===== config.mk =====
export PLATFORM = sky130hd
export DESIGN_NAME = sym_upsampler
export DESIGN_NICKNAME = d
export VERILOG_FILES = /design/src/rtl/sym_upsampler.sv
export SDC_FILE = /design/constraint.sdc
export NUM_CORES = 1
export LEC_CHECK = 0
export BUFFER_PORTS_ARGS = -buffer_cell sky130_fd_sc_hd__buf_2
export CORE_UTILIZATION = 50
export CTS_CLUSTER_SIZE = 40
export DETAILED_ROUTE_END_ITERATION = 10
export PLACE_DENSITY = 0.72
export SETUP_SLACK_MARGIN = 0.2
export SLEW_MARGIN = 20
export SYNTH_ARGS = -nofsm -noshare
export SYNTH_HDL_FRONTEND = slang
export SYNTH_SLANG_ARGS = --single-unit

===== constraint.sdc =====
create_clock -name clk -period 3 [get_ports clk]
set_input_delay 0.6 -clock clk [delete_from_list [all_inputs] [get_ports clk]]
set_output_delay 0.6 -clock clk [all_outputs]
set_load 0.01 [all_outputs]

===== src/rtl/sym_upsampler.sv =====
// QPSK symbol upsampler: a small symbol FIFO feeding an OSR-phase output stream with stall support.
// Fill samples are sample-and-hold by default; define ZERO_STUFF_EN to emit zeros on phases 1..OSR-1.
module sym_upsampler #(
  parameter int OSR        = 4,
  parameter int FIFO_DEPTH = 4
) (
  input  logic        clk,
  input  logic        rst_n,
  input  logic        in_valid,
  output logic        in_ready,
  input  logic [1:0]  I_in,
  input  logic [1:0]  Q_in,
  output logic        out_valid,
  input  logic        out_ready,
  output logic [1:0]  I_out,
  output logic [1:0]  Q_out,
  output logic        sym_start,
  input  logic        clr_status,
  output logic        underrun,
  output logic        bad_sym,
  output logic [15:0] sym_cnt
);

  localparam int AW = $clog2(FIFO_DEPTH);
  localparam int CW = AW + 1;
  localparam int PW = $clog2(OSR);
  localparam logic [CW-1:0] DEPTH_C    = CW'(FIFO_DEPTH);
  localparam logic [PW-1:0] LAST_PHASE = PW'(OSR - 1);

  typedef enum logic {IDLE, RUN} state_t;

  state_t        r_state;
  state_t        w_next_state;
  logic [3:0]    r_mem [FIFO_DEPTH];
  logic [AW-1:0] r_wr_ptr;
  logic [AW-1:0] r_rd_ptr;
  logic [CW-1:0] r_count;
  logic [PW-1:0] r_phase;
  logic [1:0]    r_sym_i;
  logic [1:0]    r_sym_q;
  logic          r_underrun;
  logic          r_bad_sym;
  logic [15:0]   r_sym_cnt;

  logic w_fifo_empty;
  logic w_push;
  logic w_pop;
  logic w_xfer;
  logic w_last;
  logic w_underrun_evt;
  logic w_bad_evt;

  // Pop decisions look only at the pre-edge count, so a symbol written this edge is never bypassed.
  assign w_fifo_empty   = (r_count == '0);
  assign in_ready       = (r_count < DEPTH_C);
  assign w_push         = in_valid && in_ready;
  assign w_xfer         = (r_state == RUN) && out_ready;
  assign w_last         = (r_phase == LAST_PHASE);
  assign w_pop          = !w_fifo_empty && ((r_state == IDLE) || (w_xfer && w_last));
  assign w_underrun_evt = w_xfer && w_last && w_fifo_empty;
  assign w_bad_evt      = w_push && (!I_in[0] || !Q_in[0]);

  // NOTE: storage has no reset; the pointers and count alone define which entries are valid.
  always_ff @(posedge clk) begin
    if (w_push) r_mem[r_wr_ptr] <= {I_in, Q_in};
  end

  // NOTE: sequential state uses non-blocking assignments so every register samples pre-edge values.
  always_ff @(posedge clk or negedge rst_n) begin
    if (!rst_n) begin
      r_wr_ptr <= '0;
      r_rd_ptr <= '0;
      r_count  <= '0;
    end else begin
      if (w_push) r_wr_ptr <= r_wr_ptr + AW'(1);
      if (w_pop)  r_rd_ptr <= r_rd_ptr + AW'(1);
      r_count <= r_count + CW'(w_push) - CW'(w_pop);
    end
  end

  always_ff @(posedge clk or negedge rst_n) begin
    if (!rst_n) r_state <= IDLE;
    else        r_state <= w_next_state;
  end

  // NOTE: the default assignment first keeps this block purely combinational (no latch).
  always_comb begin
    w_next_state = r_state;
    case (r_state)
      IDLE:    if (!w_fifo_empty)  w_next_state = RUN;
      RUN:     if (w_underrun_evt) w_next_state = IDLE;
      default: w_next_state = IDLE;
    endcase
  end

  always_comb begin
    out_valid = (r_state == RUN);
    sym_start = (r_state == RUN) && (r_phase == '0);
    I_out     = 2'b00;
    Q_out     = 2'b00;
    if (r_state == RUN) begin
      if (r_phase == '0) begin
        I_out = r_sym_i;
        Q_out = r_sym_q;
      end else begin
`ifdef ZERO_STUFF_EN
        I_out = 2'b00;
        Q_out = 2'b00;
`else
        I_out = r_sym_i;
        Q_out = r_sym_q;
`endif
      end
    end
  end

  always_ff @(posedge clk or negedge rst_n) begin
    if (!rst_n) begin
      r_phase    <= '0;
      r_sym_i    <= 2'b00;
      r_sym_q    <= 2'b00;
      r_underrun <= 1'b0;
      r_bad_sym  <= 1'b0;
      r_sym_cnt  <= '0;
    end else begin
      if (w_pop) begin
        r_phase            <= '0;
        {r_sym_i, r_sym_q} <= r_mem[r_rd_ptr];
      end else if (w_xfer) begin
        r_phase <= w_last ? '0 : r_phase + PW'(1);
      end
      // A set event on the same edge as clr_status wins.
      r_underrun <= w_underrun_evt ? 1'b1 : (clr_status ? 1'b0 : r_underrun);
      r_bad_sym  <= w_bad_evt      ? 1'b1 : (clr_status ? 1'b0 : r_bad_sym);
      r_sym_cnt  <= r_sym_cnt + {15'b0, w_pop};
    end
  end

  assign underrun = r_underrun;
  assign bad_sym  = r_bad_sym;
  assign sym_cnt  = r_sym_cnt;

endmodule


==> impl_results.md, run 1 <==
- Status: finished clean
- Final Cycle Share: 74.7%
- Psw: 0.000640 W
- Die H: 67.2 um
- Critical Path RT: 3220 ps
- R2R setup slack: 760 ps
- CP max FO: 7
- Mapped Nets: 171
- Most used DFF post-synth: dfrtp_1
- Area of the mapped netlist: 0.00212 sq mm
- Drt first-iter violations: 53
- Setup Fix Bufs, Post-CTS: 0
- GRT Overall Usage: 16.7%
- Crit end category: flip-flop
- WL/cell: 14.2 um
- Top Ports: 34
- Number of CTS-inserted buffers: 5
- Core area: 0.00403 sq mm
- Syn_area_per_cell: 13.9 sq um
- Number of routed nets with antenna violations: 0
- Cell taking the most area after synthesis: dfrtp_1
- Setup TNS: 0 ps
- Largest net degree at the start of global routing: 33
- Netlist cell types: 34
- Sequential Power Share: 50.4%
- Max Cap Violations: 0
- # DRC: 0
- DRT Pass-1 Iters: 4
- PD cells: 810 mW/mm^2
- Number of synthesized register bits: 48
- Total clock sinks: 48
- FMAX: 446 MHz
- Crit path DAT: 2460 ps
- Clock power frac: 19.6%
- Post-synthesis async set-or-reset flop share: 66.7%
- Initial antenna violation count: 0
- Clk_lat worst skew: 300 ps
- Hold Crit Class: in2async
- First-pass GRT wire length: 5400 um
- Reg2reg end: sym_cnt[10]
- Reg clk slew, reported paths: 90 ps
- Detailed Route WL: 3410 um
- Leakage power of the design: 1.06 nW
- Via density: 5.12
- # nets final: 207
- Overflow after GRT: 0
- Overall Power: 0.00195 W
- Post-cts repair resize count: 0
- Worst path most repeated cell: ha_1
- Port Buf Inserts: 33
- Critical path class: reg2reg
- VDD IR max: 0.384 mV
- Share of Yosys cell area claimed by the top area cell type: 37.7%
- GPL Wtd Cong: 0.730
- Detailed placer's ending HPWL: 2630 um
- Final setup viols: 0
- CP cell instances: ha_1, a21boi_4, nor2_2, and2_1, ha_1, nand2_1, nor2_1, and4_1, xor2_1
- TritonCTS clock tree: yes
- Die footprint: 0.00451 sq mm
- H-Tree Depth: 2
- Startpoint types: flip-flop
- Synth warn: 0
- Syn Inst Count: 153
- Layout area overhead: 13.6%
- Vias in the first global route: 1195
- Max stage delay on crit path: 410 ps
- Worst hold slack: 346 ps
- Share of cells above drive strength 1: 28.9%
- EDFF count, synth: 16
- Unrepaired setup endpoints after global routing: false
- FILL cells: 331
- CTS Hold Bufs: 0
- Synth area leaders: dfrtp_1 38%, edfxtp_1 23%, xnor2_1 5.8%
- Minimum clock period: 2240 ps
- Least-Margin Pin Slew: 703 ps
- Rows: 23
- Clk_skew: 9.70 ps
- Slew headroom: 53.2%
- Worst-case clock buffer depth: 2
- Die width: 67.2 um
- Comb power frac: 29.9%
- Final Max Tran Viols: 0
- Starting Density: 52.7%
- Switching Share: 32.8%
- Root Driver: clkbuf_8
- Reg2Reg Launch Point: r_phase[0]
- Internal power: 0.00131 W
- Worst path slowest cell: dfrtp_1
- Final hold viol count: 0
- Routed via count: 1229
- Sequential share of the synthesized area: 60.3%
- FF-to-FF path depth: 9
- Antenna Cells: 0
flip-flops by register name, summed over array words and instances, names as in the netlist:
| name | count |
|---|---|
| r_wr_ptr | 2 |
| r_sym_i | 2 |
| r_mem | 16 |
| underrun | 1 |
| sym_cnt | 16 |
| r_rd_ptr | 2 |
| out_valid | 1 |
| r_count | 3 |
| r_sym_q | 2 |
| r_phase | 2 |
| bad_sym | 1 |
worst max-delay path by stage:
stage,to,from
6_report,sym_cnt[10],r_phase[0]
3_5_place_dp,r_count[2],in_valid
3_3_place_gp,r_count[2],in_valid
5_1_grt,sym_cnt[10],r_phase[0]
4_1_cts,sym_cnt[10],r_phase[0]
2_1_floorplan,r_count[2],in_valid
synth_stat cells (2+ instances only):
cell      number
and2_1        10
and4_1         2
buf_6          2
dfrtp_1       32
edfxtp_1      16
ha_1           8
inv_1          8
mux2_2         4
mux4_2         4
nand2_1       14
nand3_1        7
nand4_1        2
nor2_1         3
o21ai_0        2
or3_1          2
xnor2_1       14
xor2_1         6
cells in the final DEF, fill, tap and decap left out, drive strengths merged, types with 2 or more instances in the layout:
cell | synthesis | layout
and2 | 10 | 10
nor2 | 4 | 4
o21ai | 2 | 2
xor2 | 6 | 6
xnor2 | 14 | 14
or3 | 2 | 2
clkbuf | 1 | 6
nand3 | 8 | 8
buf | 3 | 33
inv | 8 | 8
nor3 | 2 | 2
dfrtp | 32 | 32
edfxtp | 16 | 16
ha | 8 | 8
and4 | 2 | 2
mux2 | 4 | 4
nand2 | 14 | 14
mux4 | 4 | 4
nand4 | 2 | 2
power groups by stage:
stage                     combinational [W]  clock [W]  sequential (W)
final                              0.000585   0.000384        0.000986
after global routing               0.000663   0.000419         0.00101
after CTS                          0.000604   0.000394        0.000990
after detailed placement           0.000599          0         0.00100
after global placement             0.000565          0        0.000990
after floorplan                    0.000440          0        0.000970
cells by family after synthesis:
group	after synthesis	synth area share, %
muxes	9	6.84
xor gates and xnor gates	20	8.25
adders and majority gates	9	5.66
and+or+nand+nor	49	13.8
DFF	48	60.3
AOI/OAI and AO/OA	6	2.24
buffers and inverters	12	2.89
routing by layer:
layer,GRT usage (%),wire length (um),up-vias,share of wire (%)
li1,-,-,594,-
met3,5.41,164,8,4.8
met1,20.8,1520,598,45
met5,0,0,-,0
met2,27.0,1660,29,49
met4,6.12,62,0,1.8
final cells by class:
class,instances,area (sq um),share of cell area (%)
multi-input cells,93,781,32.4
repair buffers,33,165,6.85
well taps,50,62.6,2.59
clock inverters,2,16.3,0.674
inverters,8,30.0,1.24
flip-flops and latches,48,1280,53.1
clock buffers,6,76.3,3.16
metrics by stage:
step                      instance area (sq um)  util [%]  std cells  worst slack, ps
after CTS                                  2410      59.9        240              725
after floorplan                            2120         -        153              894
after global placement                     2320      57.6        232              687
after detailed placement                   2320      57.6        232              580
final                                      2410      59.9        240              760
after global routing                       2410      59.9        240              506
worst max-delay path: cells and delay by family, from the launching register on:
family                   cells  cell delay, ps
AND/OR/NAND/NOR              5            1050
AO/OA/AOI/OAI                1             100
adder cells (fa/ha/maj)      2             450
flip-flops                   1             410
XOR/XNOR                     1             150
No activity file was read; power rests on OpenSTA's default activity.
==> inputs of run 2 (changes only) <==
==> constraint.sdc (replaced) <==
create_clock -name clk -period 2.1 [get_ports clk]
set_input_delay 0.42 -clock clk [delete_from_list [all_inputs] [get_ports clk]]
set_output_delay 0.42 -clock clk [all_outputs]
set_load 0.01 [all_outputs]
==> run 2 against run 1 <==
  * Final cell count rose by 4.6%
  * Setup slack worse by 580 ps
  * Via count rose by 3.8%
  * Power rose by 50%
  * Critical path type unchanged
  * Critical endpoint is now r_count[2]
  * Largest power group unchanged
==> impl_results.md, run 2 (same netlist as run 1, synthesis figures left out) <==
- Status: finished clean
- VDD IR max: 0.486 mV (+26%)
- Worst-case clock buffer depth: 2 (unchanged)
- Max stage delay on crit path: 420 ps (about the same)
- H-Tree Depth: 2 (unchanged)
- Crit path DAT: 2100 ps (-360 ps)
- Number of CTS-inserted buffers: 5 (unchanged)
- Rows: 23 (unchanged)
- Via density: 5.08 (-0.73%)
- CTS Hold Bufs: 0 (unchanged)
- Number of routed nets with antenna violations: 0 (unchanged)
- Detailed Route WL: 3500 um (+2.6%)
- Final setup viols: 0 (unchanged)
- WL/cell: 13.9 um (-1.9%)
- Share of cells above drive strength 1: 35.3% (+6.4 points)
- Critical path class: reg2reg
- Final hold viol count: 0 (unchanged)
- DRT Pass-1 Iters: 4 (unchanged)
- FMAX: 522 MHz (+17%)
- FILL cells: 321 (-3.0%)
- Max Cap Violations: 0 (unchanged)
- Die width: 67.2 um (unchanged)
- Clk_lat worst skew: 300 ps (about the same)
- Setup TNS: 0 ps (unchanged)
- Setup ws final: 185 ps (-575 ps)
- Hold Crit Class: in2async
- Least-Margin Pin Slew: 704 ps (+1.16 ps)
- Core area: 0.00403 sq mm (unchanged)
- Routed via count: 1276 (+3.8%)
- CP max FO: 4 (-3)
- Commonest non-fill, non-tap cell in the layout: buf_2
- Die footprint: 0.00451 sq mm (unchanged)
- Crit end category: flip-flop
- Initial antenna violation count: 0 (unchanged)
- Die H: 67.2 um (unchanged)
- Critical Path RT: 2290 ps (-930 ps)
- Minimum clock period: 1920 ps (-325 ps)
- Detailed placer's ending HPWL: 2560 um (-2.9%)
- Worst path slowest cell: dfrtp_1
- Reg clk slew, reported paths: 80 ps (about the same)
- Top Ports: 34 (unchanged)
- Layout area overhead: 19.3%
- Worst path most repeated cell: nand2_1
- Reg2Reg Launch Point: r_phase[1]
- # DRC: 0 (unchanged)
- CP cell instances: ha_4, a21boi_4, or2_1, nand2_1, nand2_1, ha_1, fa_2, xnor2_2, xnor2_1
- Largest net degree at the start of global routing: 33 (unchanged)
- Root Driver: clkbuf_8
- Starting Density: 52.7% (unchanged)
- GRT Overall Usage: 18.9% (+2.2 points)
- Final Max Tran Viols: 0 (unchanged)
- First-pass GRT wire length: 5930 um (+9.9%)
- TritonCTS clock tree: yes
- # nets final: 218 (+5.3%)
- Slew headroom: 53.1% (-0.077 points)
- Drt first-iter violations: 58 (+9.4%)
- DP Cell Count: 236 (+1.7%)
- DP Worst Slack: 38.7 ps (-541 ps)
- FF-to-FF path depth: 9 (unchanged)
- Vias in the first global route: 1269 (+6.2%)
- Total clock sinks: 48 (unchanged)
- Reg2reg end: r_count[2]
- GPL Wtd Cong: 0.792 (+8.5%)
- Unrepaired setup endpoints after global routing: true
- PD cells: 1160 mW/mm^2 (+43%)
- Final Instance Count excl. Fillers: 251 (+4.6%)
- Startpoint types: flip-flop
- Antenna Cells: 0 (unchanged)
- Commonest cells after routing, fill and taps aside: 33 x buf_2, 32 x dfrtp_1, 16 x edfxtp_1
- Overflow after GRT: 0 (unchanged)
- Final Cycle Share: 91.2% (+17 points)
- R2R setup slack: 180 ps (-580 ps)
- Leakage power of the design: 1.12 nW (+5.1%)
- Clk_skew: 5.31 ps (-4.39 ps)
- Port Buf Inserts: 33 (unchanged)
run 2: cell types whose count changed in the layout (fill, tap and decap cells not counted), sizes merged:
cell,delta
buf,+11
run 2: through the flow:
| step | hold WS, ps | cell area, sq um | util [%] | power (W) |
|---|---|---|---|---|
| 2_1_floorplan | 124 | 2130 | - | 0.00202 |
| 3_3_place_gp | 456 | 2350 | 58.4 | 0.00225 |
| 3_5_place_dp | 457 | 2350 | 58.4 | 0.00232 |
| 4_1_cts | 186 | 2500 | 62.0 | 0.00292 |
| 5_1_grt | 208 | 2530 | 62.9 | 0.00316 |
| 6_report | 167 | 2530 | 62.9 | 0.00293 |
run 2: area by class of cell:
cell class,count,area [sq um],share of cell area (%)
clock buffer,6,72.6,2.87
timing repair buffer,44,248,9.78
tap,50,62.6,2.47
inverter,8,30.0,1.19
clock inverter,2,11.3,0.445
multi-input combinational,93,827,32.7
sequential,48,1280,50.6
run 2: worst max-delay path: cells and delay by family, from the launching register on:
family                   cells  cell delay (ps)
adder cells (fa/ha/maj)      3              720
AND/OR/NAND/NOR              3              350
AO/OA/AOI/OAI                1               60
XOR/XNOR                     2              260
flip-flops                   1              420
run 2: routing by layer:
metal  GRT usage (%)  share of wire, %  vias to the layer above  wire (um)
met2            30.8                50                       24       1760
met1            23.3                44                      634       1530
li1                -                 -                      612          -
met3            5.07               4.1                        6        143
met5               0                 0                        -          0
met4            8.78               1.7                        0         59
run 2: report_power, final:
part / internal (W) / switching [W] / leakage, nW
logic: 0.000532 / 0.000450 / 0.542
clock network: 0.000231 / 0.000287 / 0.0388
registers: 0.00120 / 0.000225 / 0.538
total: 0.00196 / 0.000963 / 1.12
run 2: how the worst max path moves through the flow:
| stage | from | to | slack [ps] | depth (start not counted) |
|---|---|---|---|---|
| floorplan | out_valid | r_count[2] | 70 | 10 |
| global placement | r_phase[0] | r_count[2] | 120 | 8 |
| detailed placement | r_phase[0] | r_count[2] | 40 | 8 |
| CTS | r_phase[1] | r_count[2] | 200 | 9 |
| global route | r_phase[1] | r_count[2] | 60 | 9 |
| finish | r_phase[1] | r_count[2] | 180 | 9 |
run 2: what timing repair did:
action | CTS | global route
setup endpoints to repair | 6 | 2
gates resized for setup | 5 | 3
pin swaps | 3 | 1
cloned | 0 | 0
setup buffers | 4 | 3
==> inputs of run 3 (changes only) <==
--- a/config.mk
+++ b/config.mk
@@ -5,11 +5,12 @@
 export SDC_FILE = /design/constraint.sdc
 export NUM_CORES = 1
 export LEC_CHECK = 0
+export ABC_AREA = 1
 export BUFFER_PORTS_ARGS = -buffer_cell sky130_fd_sc_hd__buf_2
 export CORE_UTILIZATION = 50
 export CTS_CLUSTER_SIZE = 40
 export DETAILED_ROUTE_END_ITERATION = 10
-export PLACE_DENSITY = 0.72
+export PLACE_DENSITY = 0.71
 export SETUP_SLACK_MARGIN = 0.2
 export SLEW_MARGIN = 20
 export SYNTH_ARGS = -nofsm -noshare
==> constraint.sdc (replaced) <==
create_clock -name clk -period 2.1 [get_ports clk]
set_input_delay 0.42 -clock clk [delete_from_list [all_inputs] [get_ports clk]]
set_output_delay 0.42 -clock clk [all_outputs]
set_load 0.005 [all_outputs]
==> run 3 against run 2 <==
  * Non-clock buffer count increased by 1
  * Area after synthesis increased by 5.5%
  * Clock power increased by 24%
  * Flip-flop and latch count unchanged
==> impl_results.md, run 3 <==
- Number of synthesized register bits: 48 (unchanged)
- CP max FO: 3 (-1)
- Final setup viols: 0 (unchanged)
- Setup ws final: 164 ps (-21.1 ps)
- Hold Crit Class: in2async
- Final hold viol count: 0 (unchanged)
- Routed via count: 1603 (+26%)
- Minimum clock period: 1940 ps (+21.1 ps)
- Synth warn: 0 (unchanged)
- Count leader, synth: nand2_1
- Critical path class: reg2reg
- Commonest non-fill, non-tap cell in the layout: nand2_1
- Area of the mapped netlist: 0.00224 sq mm (+5.5%)
- Mapped Nets: 242 (+42%)
- Synth area leaders: dfrtp_1 36%, edfxtp_1 21%, nand2_1 7.4%
- Sequential share of the synthesized area: 57.2% (-3.2 points)
- Critical Path RT: 2270 ps (-20 ps)
- Root Driver: clkbuf_8
- Crit path DAT: 2110 ps (about the same)
- Via density: 4.95 (-2.7%)
- Unrepaired setup endpoints after global routing: true
- CTS Hold Bufs: 0 (unchanged)
- VDD IR max: 0.759 mV (+56%)
- Die H: 68.9 um (+2.7%)
- Netlist cell types: 29 (-15%)
- Most frequent cells after synthesis: 44 x nand2_1, 32 x dfrtp_1, 27 x nor2_1
- Detailed Route WL: 4380 um (+25%)
- Reg clk slew, reported paths: 90 ps (about the same)
- DP Worst Slack: 18.1 ps (-20.6 ps)
- # DRC: 0 (unchanged)
- Core area: 0.00414 sq mm (+2.9%)
- Reg2Reg Launch Point: r_phase[0]
- FMAX: 516 MHz (-1.1%)
- Rows: 23 (unchanged)
- First-pass GRT wire length: 7130 um (+20%)
- Setup TNS: 0 ps (unchanged)
- Least-Margin Pin Slew: 720 ps (+16.5 ps)
- Clk_lat worst skew: 300 ps (about the same)
- Cell taking the most area after synthesis: dfrtp_1
- H-Tree Depth: 2 (unchanged)
- DRT Pass-1 Iters: 4 (unchanged)
- Worst-case clock buffer depth: 2 (unchanged)
- Placed Area: 0.00249 sq mm (+5.6%)
- Overflow after GRT: 0 (unchanged)
- Register area: 0.00128 sq mm (about the same)
- Reg2reg end: r_count[2]
- Final Max Tran Viols: 0 (unchanged)
- WL/cell: 13.5 um (-3.1%)
- Die footprint: 0.00475 sq mm (+5.4%)
- Total clock sinks: 48 (unchanged)
- Share of cells above drive strength 1: 30.7% (-4.7 points)
- # nets final: 291 (+33%)
- Commonest cells after routing, fill and taps aside: 40 x nand2_1, 33 x buf_2, 31 x dfrtp_1
- Status: finished clean
- Share of Yosys cell area claimed by the top area cell type: 35.7% (-2.0 points)
- Overall Power: 0.00307 W (+5.1%)
- GRT Overall Usage: 21.2% (+2.4 points)
- FF-to-FF path depth: 11 (+2)
- EDFF count, synth: 16 (unchanged)
- GPL Wtd Cong: 0.746 (-5.8%)
- Vias in the first global route: 1525 (+20%)
- Syn_area_per_cell: 10.0 sq um (-28%)
- Max Cap Violations: 0 (unchanged)
- Largest net degree at the start of global routing: 33 (unchanged)
- Post-synthesis async set-or-reset flop share: 66.7% (unchanged)
- Top Ports: 34 (unchanged)
- Number of CTS-inserted buffers: 5 (unchanged)
- Multi-input logic area: 933 sq um (+13%)
- Post-route design area: 0.00277 sq mm (+9.4%)
- Startpoint types: flip-flop
- TritonCTS clock tree: yes
- FILL cells: 330 (+2.8%)
- Detailed placer's ending HPWL: 3170 um (+24%)
- Layout area overhead: 23.7%
- Worst hold slack: 164 ps (-2.92 ps)
- Initial antenna violation count: 0 (unchanged)
- PD cells: 1110 mW/mm^2 (-4.0%)
- Slew headroom: 52.0% (-1.1 points)
- R2R setup slack: 160 ps (-20 ps)
- Leakage power of the design: 1.34 nW (+20%)
- Clk_skew: 10.6 ps (+5.25 ps)
- Drt first-iter violations: 104 (+79%)
- Most used DFF post-synth: dfrtp_1
- Starting Density: 54.1% (+1.4 points)
- Syn Inst Count: 224 (+46%)
- Number of routed nets with antenna violations: 0 (unchanged)
- Crit end category: flip-flop
- Port Buf Inserts: 33 (unchanged)
- Final Cycle Share: 92.2% (+1.0 points)
- Antenna Cells: 0 (unchanged)
- Die width: 68.9 um (+2.7%)
[run 3: cell types whose count changed after synthesis, moves of 7 or more]
cell,previous run,this run
and2_1,10,0
inv_1,8,25
nand2_1,14,44
o21ai_0,2,14
nor2_1,3,27
xnor2_1,14,5
inv_2,0,7
[run 3: per-stage QoR]
| step | utilization (%) | instances |
|---|---|---|
| finish | 66.9 | 324 |
| global route | 66.9 | 324 |
| CTS | 66.3 | 323 |
| detailed placement | 60.0 | 306 |
| global placement | 60.0 | 306 |
| floorplan | - | 224 |
[run 3: power by group]
part | switching [W] | total [W] | internal (W)
sequential | 0.000224 | 0.00141 | 0.00119
combinational | 0.000559 | 0.00102 | 0.000463
clock | 0.000289 | 0.000643 | 0.000353
[run 3: area by class of cell]
class                   count  share of cell area, %
well taps                  50                   2.26
inverters                  32                   4.70
multi-input cells         141                   33.7
repair buffers             45                   9.21
clock buffers               6                   2.62
flip-flops and latches     48                   46.3
clock inverters             2                   1.26
[run 3: logic make-up after synthesis]
group,synth area share [%]
simple gates,21.8
flops,57.2
buf+inv,6.09
compound gates,4.52
xor+xnor,5.08
fa+ha+maj,5.36
[run 3: worst max-delay path, stage by stage, from the launching register on]
cell,delay (ps)
dfrtp_1,410
ha_4,180
nand3_4,110
nand2_8,80
nand2_8,90
inv_8,30
nand2_4,60
nand2_4,50
ha_4,150
fa_2,340
xnor2_2,150
xor2_1,160
[run 3: what timing repair did]
action,CTS,global route
buffers inserted,9,1
endpoints found under the setup margin,4,4
pin swaps,9,4
resized for setup,16,4
[run 3: worst max-delay path by stage]
stage	from	endpoint	cells past startpoint
2_1_floorplan	r_phase[1]	r_count[2]	11
3_3_place_gp	r_phase[1]	r_count[2]	11
3_5_place_dp	r_phase[1]	r_count[2]	11
4_1_cts	r_phase[0]	r_count[2]	11
5_1_grt	r_phase[0]	r_count[2]	11
6_report	r_phase[0]	r_count[2]	11
[run 3: per-layer routing]
| metal | global-route usage [%] | vias up | part of all wire, % |
|---|---|---|---|
| met5 | 0 | - | 0 |
| met4 | 6.12 | 0 | 1.2 |
| met3 | 4.61 | 5 | 4.4 |
| met2 | 32.8 | 40 | 45 |
| met1 | 30.0 | 749 | 49 |
| li1 | - | 809 | - |
